### config.mk
export PLATFORM = sky130hd
export DESIGN_NAME = multicycle_controller
export DESIGN_NICKNAME = d
export VERILOG_FILES = /design/src/rtl/multicycle_controller.sv
export SDC_FILE = /design/constraint.sdc
export NUM_CORES = 1
export LEC_CHECK = 0
export ABC_AREA = 1
export CAP_MARGIN = 20
export CORE_MARGIN = 2
export CORE_UTILIZATION = 40
export CTS_CLUSTER_DIAMETER = 120
export DETAILED_ROUTE_END_ITERATION = 6
export DONT_BUFFER_PORTS = 1
export HOLD_SLACK_MARGIN = 0.08
export PLACE_DENSITY_LB_ADDON = 0.12
export SLEW_MARGIN = 15
export SYNTH_ARGS = -nofsm -noshare
export SYNTH_HDL_FRONTEND = slang
export SYNTH_SLANG_ARGS = --single-unit
### constraint.sdc
create_clock -name CLK -period 3.1 [get_ports CLK]
set_input_delay 0.31 -clock CLK [delete_from_list [all_inputs] [get_ports CLK]]
set_output_delay 0.31 -clock CLK [all_outputs]
set_load 0.01 [all_outputs]
### src/rtl/multicycle_controller.sv
// Main control FSM of the multicycle ARM core: sequences fetch/decode/execute/memory/writeback,
// holds the NZCV flags and gates every architectural write with the condition check.
module multicycle_controller #(
    parameter logic [3:0] PC_IDX  = 4'd15,
    parameter int         STATE_W = 4
) (
    input  logic               CLK,
    input  logic               RST_N,
    input  logic [3:0]         Cond,
    input  logic [1:0]         Op,
    input  logic [5:0]         Funct,
    input  logic [3:0]         Rd,
    input  logic [3:0]         ALUFlags,
    input  logic               MemReady,
    output logic               PCWrite,
    output logic               IRWrite,
    output logic               RegWrite,
    output logic               MemWrite,
    output logic               AdrSrc,
    output logic               ALUSrcA,
    output logic [1:0]         ALUSrcB,
    output logic [1:0]         ALUControl,
    output logic [1:0]         ResultSrc,
    output logic [1:0]         ImmSrc,
    output logic [1:0]         RegSrc,
    output logic [STATE_W-1:0] StateOut
);

    typedef enum logic [STATE_W-1:0] {
        FETCH  = STATE_W'(0),
        DECODE = STATE_W'(1),
        MEMADR = STATE_W'(2),
        MEMRD  = STATE_W'(3),
        MEMWB  = STATE_W'(4),
        MEMWR  = STATE_W'(5),
        EXECR  = STATE_W'(6),
        EXECI  = STATE_W'(7),
        ALUWB  = STATE_W'(8),
        BRANCH = STATE_W'(9)
    } state_t;

    state_t     state_reg, state_next;
    logic [3:0] flags_reg, flags_next;
    logic       cond_ex;
    logic [1:0] dp_alu;
    logic       dp_is_cmp;
    logic       pc_write, ir_write, reg_write, mem_write;

    wire        flag_n = flags_reg[3];
    wire        flag_z = flags_reg[2];
    wire        flag_c = flags_reg[1];
    wire        flag_v = flags_reg[0];
    wire [3:0]  cmd    = Funct[4:1];
    wire        rd_is_pc = (Rd == PC_IDX);

    always_ff @(posedge CLK or negedge RST_N) begin
        if (!RST_N) begin
            state_reg <= FETCH;
            flags_reg <= 4'b0000;
        end else begin
            state_reg <= state_next;
            flags_reg <= flags_next;
        end
    end

    always_comb begin
        cond_ex = 1'b0;
        case (Cond)
            4'b0000: cond_ex = flag_z;
            4'b0001: cond_ex = ~flag_z;
            4'b0010: cond_ex = flag_c;
            4'b0011: cond_ex = ~flag_c;
            4'b0100: cond_ex = flag_n;
            4'b0101: cond_ex = ~flag_n;
            4'b0110: cond_ex = flag_v;
            4'b0111: cond_ex = ~flag_v;
            4'b1000: cond_ex = flag_c & ~flag_z;
            4'b1001: cond_ex = ~flag_c | flag_z;
            4'b1010: cond_ex = (flag_n == flag_v);
            4'b1011: cond_ex = (flag_n != flag_v);
            4'b1100: cond_ex = ~flag_z & (flag_n == flag_v);
            4'b1101: cond_ex = flag_z | (flag_n != flag_v);
            4'b1110: cond_ex = 1'b1;
            default: cond_ex = 1'b0;
        endcase
    end

    // Data-processing command decode; unsupported commands fall back to ADD.
    always_comb begin
        dp_alu    = 2'b00;
        dp_is_cmp = 1'b0;
        case (cmd)
            4'b0100: dp_alu = 2'b00;
            4'b0010: dp_alu = 2'b01;
            4'b0000: dp_alu = 2'b10;
            4'b1100: dp_alu = 2'b11;
            4'b1010: begin
                dp_alu    = 2'b01;
                dp_is_cmp = 1'b1;
            end
            default: dp_alu = 2'b00;
        endcase
    end

    always_comb begin
        state_next = state_reg;
        flags_next = flags_reg;
        pc_write   = 1'b0;
        ir_write   = 1'b0;
        reg_write  = 1'b0;
        mem_write  = 1'b0;
        AdrSrc     = 1'b0;
        ALUSrcA    = 1'b0;
        ALUSrcB    = 2'b00;
        ALUControl = 2'b00;
        ResultSrc  = 2'b00;
        case (state_reg)
            FETCH: begin
                ALUSrcA   = 1'b1;
                ALUSrcB   = 2'b10;
                ResultSrc = 2'b10;
                pc_write  = MemReady;
                ir_write  = MemReady;
                if (MemReady) state_next = DECODE;
            end
            DECODE: begin
                ALUSrcA = 1'b1;
                ALUSrcB = 2'b10;
                if (!cond_ex) begin
                    state_next = FETCH;
                end else begin
                    case (Op)
                        2'b00:   state_next = Funct[5] ? EXECI : EXECR;
                        2'b01:   state_next = MEMADR;
                        2'b10:   state_next = BRANCH;
                        default: state_next = FETCH;
                    endcase
                end
            end
            EXECR, EXECI: begin
                ALUSrcB    = (state_reg == EXECI) ? 2'b01 : 2'b00;
                ALUControl = dp_alu;
                // Logical ops leave C and V untouched.
                if (Funct[0] || dp_is_cmp) begin
                    flags_next[3:2] = ALUFlags[3:2];
                    if (!dp_alu[1]) flags_next[1:0] = ALUFlags[1:0];
                end
                state_next = dp_is_cmp ? FETCH : ALUWB;
            end
            ALUWB: begin
                reg_write  = 1'b1;
                pc_write   = rd_is_pc;
                state_next = FETCH;
            end
            MEMADR: begin
                ALUSrcB    = 2'b01;
                ALUControl = Funct[3] ? 2'b00 : 2'b01;
                state_next = Funct[0] ? MEMRD : MEMWR;
            end
            MEMRD: begin
                AdrSrc = 1'b1;
                if (MemReady) state_next = MEMWB;
            end
            MEMWB: begin
                ResultSrc  = 2'b01;
                reg_write  = 1'b1;
                pc_write   = rd_is_pc;
                state_next = FETCH;
            end
            MEMWR: begin
                AdrSrc    = 1'b1;
                mem_write = 1'b1;
                if (MemReady) state_next = FETCH;
            end
            BRANCH: begin
                ALUSrcB    = 2'b01;
                ResultSrc  = 2'b10;
                pc_write   = 1'b1;
                state_next = FETCH;
            end
            default: state_next = FETCH;
        endcase
    end

    // Reset asynchronously kills every architectural write, even mid-access.
    assign PCWrite  = pc_write  & RST_N;
    assign IRWrite  = ir_write  & RST_N;
    assign RegWrite = reg_write & RST_N;
    assign MemWrite = mem_write & RST_N;

    assign ImmSrc   = Op;
    assign RegSrc   = {(Op == 2'b01), (Op == 2'b10)};
    assign StateOut = state_reg;

endmodule
==> impl_metrics.py <==
metrics = {
    "worst_setup_path": {
        "setup.worst_path.end_class": "primary output",
        "critPathArrivalTime_ns": 1.59,
        "worstSetupStartpoint": "StateOut[2]$_DFFE_PN0P_",
        "crit_top_cell": "sky130_fd_sc_hd__inv_2",
        "critical_path.top_delay_family": "compound AO/OA/AOI/OAI gates",
        "crit_path_cell_trace": "inv_2 -> nor2_2 -> inv_2 -> o311ai_0",
        "timing.setup.critical_path_class": "flop to primary output",
        "critical_path.max_fanout": 5,
        "cpPeakStageDelay_ns": 0.59,
        "worst-path-buf-inv": 2,
        "crit_slowest_cell": "sky130_fd_sc_hd__o311ai_0",
        "timing.rr.start": "StateOut[0]$_DFFE_PN0P_",
        "cp.required_ns": 2.79,
        "cp-start-kind": "flop",
    },
    "global_routing": {
        "use_met3": 0.0327,
        "grt.overflow.total": 0,
        "grt_use_met2": 0.265,
        "grt_max_degree": 9,
        "number_of_global_route_vias_before_repair": 816,
        "grt-busiest-layer": "met2",
        "grt.total_usage": 0.168,
        "grt_antenna_before_repair": 0,
        "use_met1": 0.213,
        "grt_first_pass_wirelength_mm": 3.25,
    },
    "logic_synthesis": {
        "syn-cell-area_sq_um": 868,
        "synth_commonest_cells": "42 x sky130_fd_sc_hd__nand2_1, 22 x sky130_fd_sc_hd__nor2_1, 19 x sky130_fd_sc_hd__inv_1, 11 x sky130_fd_sc_hd__nand3_1",
        "post-synth-top-count-cell": "sky130_fd_sc_hd__nand2_1",
        "count_of_flip_flops_with_a_built_in_enable_after_synthesis": 0,
        "synth-adder-area-share": 0,
        "synth.yosys.warnings": 0,
        "seq_area_frac_synth": 0.231,
        "synth-simple-area-share": 0.513,
        "synth_xor_area_frac": 0,
        "synth.largest_area_cell": "sky130_fd_sc_hd__dfrtp_1",
        "synth.lib_cells_used.distinct": 24,
        "synth_cells": 150,
        "postSynth.asyncResetShare": 1.00,
        "synth.ff_latch_count": 8,
        "synth.net_count": 173,
        "synth_compound_gate_area_share": 0.114,
        "yosys_most_used_dff": "sky130_fd_sc_hd__dfrtp_1",
        "synth_top_cells_by_area": "sky130_fd_sc_hd__dfrtp_1 23%, sky130_fd_sc_hd__nand2_1 18%, sky130_fd_sc_hd__nor2_1 9.5%",
        "syn-mean-instance-area_sq_um": 5.79,
        "synth.top_cell.area_share": 0.231,
        "yosys-mux-area-fraction": 0,
        "combinational_family_with_the_most_area_after_synthesis": "simple AND/OR/NAND/NOR gates",
    },
    "cells_and_area": {
        "post-route-util": 0.456,
        "layout-area-overhead-vs-synth_pct": 5.04,
        "final_layout_size_suffix_gt1_frac": 0.185,
        "multiInputGateArea_sq_um": 544,
        "sequential_cell_area_sq_um": 200,
        "antenna_cells_inserted": 0,
        "layout.filler_cells": 226,
        "final_nets": 176,
        "design_area_sq_um": 912,
    },
    "detailed_routing": {
        "routed-via-count": 892,
        "detailedRoute.firstIterationViolations": 31,
        "dr.pass1.iters": 5,
        "route.detailed.wl_per_inst_um": 11.3,
        "detail_route.wirelength_mm": 2.02,
        "post-route-drc-count": 0,
        "detail_route.vias_per_cell": 5.01,
        "ant_nets": 0,
    },
    "sta": {
        "final.setup.tns_ns": 0,
        "clock_skew_ns": 0.00187,
        "timing.final.hold_violations": 0,
        "report.final.slew_viol_count": 0,
        "setup-violations-final": 0,
        "min_period_over_period": 0.613,
        "rsz0062_at_grt": "false",
        "max_freq_ghz": 0.526,
        "relSlewSlack": 0.521,
        "final_min_period_ns": 1.90,
        "worst-slew-pin-transition_ns": 0.709,
    },
    "floorplan": {
        "die_height_um": 50.6,
        "start_util": 0.434,
        "row_count": 16,
        "die_area_sq_um": 2560,
        "pin_count": 43,
        "placeableCoreArea_sq_um": 2000,
        "die_w_um": 50.6,
    },
    "cts": {
        "clock_tree.root_cell": "sky130_fd_sc_hd__clkbuf_4",
        "clk_pin_slew_worst_paths_ns": 0.05,
        "clock_sinks": 8,
        "cts_buffers": 3,
        "cts_tree": "yes",
        "insertion_delay_to_the_later_sink_of_the_worst_skew_pair_ns": 0.26,
        "cts_max_path_buffers": 2,
        "cts_repair_resize_count": 0,
        "cts-htree-levels": 1,
    },
    "place": {
        "gp_congestion": 0.794,
        "detailedPlacementHpwl_mm": 1.70,
        "place.port_buffers": 0,
        "placed_cell_area_sq_um": 880,
    },
    "flow_run": {
        "drv_cap": 0,
    },
    "power": {
        "p_leak_uw": 0.000489,
        "power.ir.vdd_worst_uv": 333,
        "power_per_cell_area_nw_per_um2": 816,
    },
    "hold_path": {
        "min_from": "ALUFlags[2]",
        "hold_path.class": "input pin to flop",
    },
    "status": {
        "result_of_the_run": "complete, no violations",
    },
}
placed cells by master, fill, tap and decap left out, types with 2 or more instances in the layout:
| cell type | instances |
|---|---|
| sky130_fd_sc_hd__nand3_1 | 11 |
| sky130_fd_sc_hd__inv_2 | 6 |
| sky130_fd_sc_hd__nand2_2 | 6 |
| sky130_fd_sc_hd__a21oi_2 | 2 |
| sky130_fd_sc_hd__nor2_1 | 22 |
| sky130_fd_sc_hd__nand2_1 | 42 |
| sky130_fd_sc_hd__clkinv_1 | 2 |
| sky130_fd_sc_hd__nor2_2 | 5 |
| sky130_fd_sc_hd__o21ai_0 | 8 |
| sky130_fd_sc_hd__inv_1 | 19 |
| sky130_fd_sc_hd__nor3_1 | 2 |
| sky130_fd_sc_hd__nor2_4 | 2 |
| sky130_fd_sc_hd__clkbuf_4 | 3 |
| sky130_fd_sc_hd__a21oi_1 | 3 |
| sky130_fd_sc_hd__dfrtp_1 | 8 |
kinds of logic after synthesis:
group / after synthesis
flops: 8
buf+inv: 30
simple gates: 96
compound gates: 16
layout make-up:
class | instances | area share
Sequential cell | 8 | 0.219
Multi-Input combinational cell | 112 | 0.597
Timing Repair Buffer | 1 | 0.0110
Tap cell | 27 | 0.0370
Inverter | 27 | 0.111
Clock buffer | 3 | 0.0247
worst reg2reg max path, cell delays in order (launching register included):
cell and delay (ns):
sky130_fd_sc_hd__dfrtp_1 0.49, sky130_fd_sc_hd__inv_1 0.13, sky130_fd_sc_hd__nor2_1 0.18, sky130_fd_sc_hd__nand2_1 0.15, sky130_fd_sc_hd__nor2_4 0.12, sky130_fd_sc_hd__nand3_1 0.08, sky130_fd_sc_hd__nand2_1 0.07, sky130_fd_sc_hd__nand2_1 0.05
sky130_fd_sc_hd__nand2_1 0.05
worst paths after layout:
| check | endpoint | slack, ns | cells after the start |
|---|---|---|---|
| setup / recovery | ALUSrcB[0] | 1.20 | 4 |
| hold / removal | flags_reg[2]$_DFFE_PN0P_ | 0.17 | 2 |
| setup reg to reg | StateOut[2]$_DFFE_PN0P_ | 1.73 | 8 |
| hold reg to reg | flags_reg[2]$_DFFE_PN0P_ | 0.56 | 2 |
| max in group asynchronous | StateOut[2]$_DFFE_PN0P_ | 2.45 | 1 |
| min in group asynchronous | flags_reg[1]$_DFFE_PN0P_ | 0.39 | 1 |
routing by layer:
layer  part of all wire  routed length [um]  vias up
met2               0.43                 860       38
met1               0.47                 955      385
li1                   -                   -      465
met5                  0                   0        -
met4              0.014                  29        0
met3              0.087                 175        4
what timing repair did:
item	in CTS	in global routing
endpoints found under the hold margin	8	0
setup endpoints to repair	0	0
setup buffers	0	0
hold buffers	1	0
metrics by stage:
stage                     instances  power (uW)  worst slack (ns)  hold slack [ns]
after detailed placement        174         662              1.47           0.0146
after global routing            178         818              1.11            0.175
after CTS                       178         748              1.18            0.166
after global placement          174         658              1.50           0.0146
final                           178         744              1.20            0.168
after floorplan                 150         604              1.61           0.0144
power by group:
group,internal (uW),switching [uW],total [uW],leakage [uW]
combinational,136,307,444,0.000380
sequential,150,69.8,220,0.0000951
clock,44.4,36.3,80.6,0.0000138
(Power assumes the default switching activity.)
